`config.mk`:
```
export PLATFORM = sky130hd
export DESIGN_NAME = mux4_rr_arbiter
export DESIGN_NICKNAME = d
export VERILOG_FILES = /design/src/rtl/mux4_rr_arbiter.sv
export SDC_FILE = /design/constraint.sdc
export NUM_CORES = 1
export LEC_CHECK = 0
export ABC_AREA = 1
export ABC_CLOCK_PERIOD_IN_PS = 1900
export CAP_MARGIN = 15
export CORE_AREA = 2 2 54 56
export DETAILED_ROUTE_END_ITERATION = 10
export DIE_AREA = 0 0 56 58
export DONT_BUFFER_PORTS = 1
export HOLD_SLACK_MARGIN = 0.02
export PLACE_DENSITY = 0.72
export SLEW_MARGIN = 30
export SYNTH_ARGS = -nofsm -noshare
export SYNTH_HDL_FRONTEND = slang
export SYNTH_SLANG_ARGS = --single-unit
```
`constraint.sdc`:
```
create_clock -name clk -period 1.9 [get_ports clk]
set_clock_uncertainty 0.2 [all_clocks]
set_input_delay 0.475 -clock clk [delete_from_list [all_inputs] [get_ports clk]]
set_output_delay 0.475 -clock clk [all_outputs]
set_load 0.05 [all_outputs]
```
`src/rtl/mux4_rr_arbiter.sv`:
```
// Round-robin arbiter sharing one 4:1 operand mux among four sources,
// with a registered valid/ready output stage; MUX_ARB_LOCK_EN adds burst lock.
module mux4_rr_arbiter #(
    parameter int WIDTH     = 4,
    parameter int MAX_BURST = 4
) (
    input  logic             clk,
    input  logic             rst_n,
    input  logic [3:0]       req,
    input  logic [WIDTH-1:0] in0,
    input  logic [WIDTH-1:0] in1,
    input  logic [WIDTH-1:0] in2,
    input  logic [WIDTH-1:0] in3,
`ifdef MUX_ARB_LOCK_EN
    input  logic [3:0]       lock,
`endif
    output logic [3:0]       ack,
    output logic [3:0]       grant,
    output logic [1:0]       select,
    output logic [WIDTH-1:0] out_data,
    output logic             out_valid,
    input  logic             out_ready,
    output logic             busy
);

    localparam int CW = $clog2(MAX_BURST + 1);

    typedef enum logic {
        IDLE,
        GRANT
    } state_t;

    state_t        state;
    logic [1:0]    ptr;
    logic [CW-1:0] beat_cnt;

    logic [1:0]       owner;
    logic [1:0]       nxt_start;
    logic [WIDTH-1:0] sel_data;
    logic             req_own;
    logic             load;
    logic             locked;
    logic             limit_hit;
    logic [3:0]       own_oh;
    logic [3:0]       others;
    logic [1:0]       idle_pick;
    logic [1:0]       next_pick;
    logic [CW:0]      cnt_inc;

    // First set bit of r scanning start, start+1, ... (mod 4)
    function automatic logic [1:0] rr_pick(
        input logic [3:0] r,
        input logic [1:0] start
    );
        logic [1:0] idx;
        rr_pick = start;
        for (int i = 3; i >= 0; i--) begin
            idx = start + 2'(i);
            if (r[idx]) rr_pick = idx;
        end
    endfunction

    // Operand mux driven by the registered owner
    always_comb begin
        sel_data = in0;
        unique case (select)
            2'd0: sel_data = in0;
            2'd1: sel_data = in1;
            2'd2: sel_data = in2;
            2'd3: sel_data = in3;
            default: sel_data = in0;
        endcase
    end

    // Load / burst-limit / next-owner decisions for the current cycle
    always_comb begin
        owner     = select;
        own_oh    = 4'b0001 << owner;
        nxt_start = owner + 2'd1;
        req_own   = req[owner];
        load      = (state == GRANT) & req_own & (~out_valid | out_ready);
        ack       = load ? own_oh : 4'b0000;
        others    = req & ~own_oh;
        cnt_inc   = {1'b0, beat_cnt} + 1'b1;
        limit_hit = cnt_inc >= (CW+1)'(MAX_BURST);
`ifdef MUX_ARB_LOCK_EN
        locked    = lock[owner];
`else
        locked    = 1'b0;
`endif
        idle_pick = rr_pick(req, ptr);
        next_pick = rr_pick(others, nxt_start);
    end

    assign busy = (state == GRANT);

    // Ownership FSM: grant, select, rotation pointer and burst counter
    always_ff @(posedge clk) begin
        if (!rst_n) begin
            state    <= IDLE;
            grant    <= 4'b0000;
            select   <= 2'd0;
            ptr      <= 2'd0;
            beat_cnt <= '0;
        end else begin
            unique case (state)
                IDLE: begin
                    if (|req) begin
                        state    <= GRANT;
                        grant    <= 4'b0001 << idle_pick;
                        select   <= idle_pick;
                        beat_cnt <= '0;
                    end
                end
                GRANT: begin
                    if (!req_own) begin
                        ptr      <= nxt_start;
                        beat_cnt <= '0;
                        if (|req) begin
                            grant  <= 4'b0001 << next_pick;
                            select <= next_pick;
                        end else begin
                            state <= IDLE;
                            grant <= 4'b0000;
                        end
                    end else if (load) begin
                        if (limit_hit && !locked) begin
                            beat_cnt <= '0;
                            if (|others) begin
                                ptr    <= nxt_start;
                                grant  <= 4'b0001 << next_pick;
                                select <= next_pick;
                            end
                        end else if (limit_hit) begin
                            beat_cnt <= CW'(MAX_BURST);
                        end else begin
                            beat_cnt <= cnt_inc[CW-1:0];
                        end
                    end
                end
                default: state <= IDLE;
            endcase
        end
    end

    // Registered output stage with valid/ready handshake
    always_ff @(posedge clk) begin
        if (!rst_n) begin
            out_data  <= '0;
            out_valid <= 1'b0;
        end else if (load) begin
            out_data  <= sel_data;
            out_valid <= 1'b1;
        end else if (out_valid && out_ready) begin
            out_valid <= 1'b0;
        end
    end

endmodule

```
==> key figures <==
Run status
  • Status: complete, but fails checks
  • Failing checks: negative setup slack

CTS
  • CTS buffer count: 3
  • CTS tree: yes
  • Cts hold-fix bufs: 0
  • Clk root buf: clkbuf_4
  • Reg clk slew, reported paths: 0.09 ns
  • Later-pin clock latency in the skew report: 0.29 ns
  • H-tree levels: 1
  • # clock sinks: 17
  • Max clock buf depth: 2

Critical path
  • CP startpoint kind: flip-flop
  • WP data arrival: 1.61 ns
  • Max FO, Critical Path: 6
  • Setup Crit Path Kind: reg -> out
  • Setup slack, reg-to-reg: -0.31 ns
  • R2R cell count: 16
  • Slowest stage delay, CP: 0.38 ns
  • Most frequent cell on the critical path: buf_4
  • Crit path max-delay cell type: dfxtp_4
  • Crit path cell chain: buf_4 -> buf_6 -> inv_6 -> ha_4 -> inv_1 -> buf_4 -> nor2_4 -> buf_12
  • Worst EP required: 1.22 ns
  • R2r endpoint: grant[0]
  • R2R Path Start: select[0]
  • Worst setup EP type: primary output

Timing
  • Tcrit/Tclk final: 120%
  • Worst Max-Slew Pin Slew: 0.516 ns
  • Final Hold Vio Count: 0
  • Final min period: 2.28 ns
  • FMAX: 439 MHz
  • Slew HR: 65.6%
  • Slew Viols, Final: 0
  • Setup WS post-layout: -0.380 ns
  • Finish-stage setup viols: 12
  • Unrepaired setup endpoints after global routing: yes

Logic synthesis
  • Primary FF master, synth: dfxtp_1
  • Synthesis-stage register bit count: 17
  • Synth Net Count: 274
  • Synth Warn #: 0
  • Synth Cell Area: 1430 um2
  • EDFF count, synth: 0
  • Seq/Total Area, Yosys: 23.8%
  • Most common cell in the netlist: nand2_1
  • Mean Syn Cell Area: 5.81 um2
  • Area leader, netlist: dfxtp_1
  • Yosys top cell area share: 23.8%
  • Fraction of registers with async set/reset: 0%
  • Post-synthesis instance total: 246
  • Top cells by area, synth: dfxtp_1 (24%), nand2_1 (22%), nand3_1 (11%), inv_1 (8.1%), nor2_1 (6.6%)
  • Synth top cells by count: nand2_1 (82), inv_1 (31), nand3_1 (31), nor2_1 (25), dfxtp_1 (17)
  • Synth unique cells: 23

Global route
  • Initial antenna violation count: 0
  • Vias in the first global route: 1484
  • Wire length of the first global-routing pass: 6290 um
  • Total track usage: 23.5%
  • Largest net degree at the start of global routing: 12
  • Gr ovfl total: 0

Finish
  • Nets: 317
  • Ant. Diodes: 0
  • Area Overhead vs Synth: 41.4%
  • Share of cells above drive strength 1: 33.0%

Power
  • Flop pwr share: 20.6%
  • VDD IR-drop max: 0.00176 V
  • Switching Fraction: 55.3%
  • Internal power: 1.83 mW
  • Pwr Density: 2030 nW/um2
  • Static leakage power: 1.00 nW
  • Sw power: 2.27 mW
  • Gate power share: 74.8%
  • Clock power frac: 4.6%
  • Pwr Total: 4.10 mW

Floorplan
  • Die X: 56 um
  • Rows: 19
  • Number of I/O pins: 39
  • Core Footprint: 2660 um2
  • Initial Util: 53.7%
  • Die Y: 58 um
  • Die ar.: 3250 um2

Drt
  • DR iter-0 viols: 145
  • WL final: 4380 um
  • Detail Route Antenna Nets: 0
  • DRC: 0
  • 1st-pass router iterations: 5
  • Vias per inst: 5.55
  • WL per Instance: 13.7 um
  • Vias: 1771

Min path
  • Hold Crit Start: rst_n
  • Worst Hold Class: in -> reg
  • Hold path cells: 2
  • Min-Delay Endpoint: ptr[0]

Placement
  • DPL Wire Length: 2890 um
  • I/O Buffers: 0
  • Post-placement setup slack: -0.138 ns
  • RePlAce Congestion: 0.900

Job
  • Max-Cap Viols: 0
sequential cells by signal (all words and copies together), names as in the netlist:
signal     count
grant          4
out_data       4
beat_cnt       3
ptr            2
select         2
busy           1
out_valid      1
how the worst max path moves through the flow:
| stage | from | endpoint | slack [ns] |
|---|---|---|---|
| 3_5_place_dp | req[0] | ack[0] | -0.14 |
| 4_1_cts | select[1] | ack[0] | -0.36 |
| 3_3_place_gp | req[0] | ack[0] | -0.11 |
| 2_1_floorplan | select[0] | ack[0] | -0.35 |
| 5_1_grt | select[1] | ack[0] | -0.48 |
| 6_report | select[0] | ack[2] | -0.38 |
metrics by stage:
stage | setup TNS, ns | utilization (%) | std cells | instance area (um2) | hold slack [ns]
finish | -3.28 | 75.9 | 319 | 2020 | 0.0939
global route | -4.64 | 75.9 | 319 | 2020 | 0.0858
CTS | -2.68 | 68.9 | 313 | 1830 | 0.0961
detailed placement | -1.15 | 66.8 | 306 | 1780 | 0.246
global placement | -0.821 | 66.8 | 306 | 1780 | 0.243
floorplan | -2.08 | - | 246 | 1480 | 0.229
metal layers:
metal / vias up / track usage [%] / wire, um
met5: - / 0 / 0
met4: 0 / 4.08 / 111
met3: 16 / 2.23 / 381
met2: 93 / 40.0 / 2190
met1: 796 / 33.1 / 1700
li1: 866 / - / -
worst max-delay path: cells and delay by family (launching register included):
family,cells,cell delay [ns]
AND/OR/NAND/NOR,1,0.11
adder cells (fa/ha/maj),1,0.16
flip-flops,1,0.38
buffers and inverters,6,0.67
placed cells by master (no fill, tap or decap), drive strengths merged:
| master | count |
|---|---|
| clkbuf | 4 |
| nor2 | 28 |
| buf | 41 |
| clkinv | 1 |
| inv | 37 |
| nand3 | 31 |
| o21ai | 15 |
| a211oi | 5 |
| o2111ai | 1 |
| o21a | 1 |
| and2 | 1 |
| nand2 | 82 |
| ha | 5 |
| xnor2 | 1 |
| dfxtp | 17 |
| xor2 | 1 |
| nand4 | 2 |
| a21oi | 15 |
power by group through the flow:
stage	logic, mW	clock network [mW]	registers, mW
3_3_place_gp	2.38	0	0.844
5_1_grt	3.35	0.207	0.862
2_1_floorplan	1.63	0	0.917
6_report	3.07	0.189	0.844
4_1_cts	2.49	0.193	0.834
3_5_place_dp	2.41	0	0.848
what timing repair did:
item	4_1_cts	5_1_grt
gates resized for setup	5	40
pin swaps	0	22
buffers inserted	3	6
endpoints found under the setup margin	10	12
area by class of cell:
| class | count | area [um2] |
|---|---|---|
| Clock buffer | 4 | 26.3 |
| Fill cell | 199 | 641 |
| Tap cell | 31 | 38.8 |
| Multi-Input combinational cell | 188 | 1070 |
| Sequential cell | 17 | 350 |
| Timing Repair Buffer | 41 | 377 |
| Inverter | 38 | 158 |
logic make-up (layout without fill, tap and decap cells):
group | count (synthesis) | count (layout) | synth area share (%)
and+or+nand+nor | 144 | 144 | 42.5
buffers and inverters | 41 | 83 | 12.1
AOI/OAI and AO/OA | 37 | 37 | 16.0
DFF | 17 | 17 | 23.8
adders and majority gates | 5 | 5 | 4.37
xor gates and xnor gates | 2 | 2 | 1.23
(Power assumes the default switching activity.)
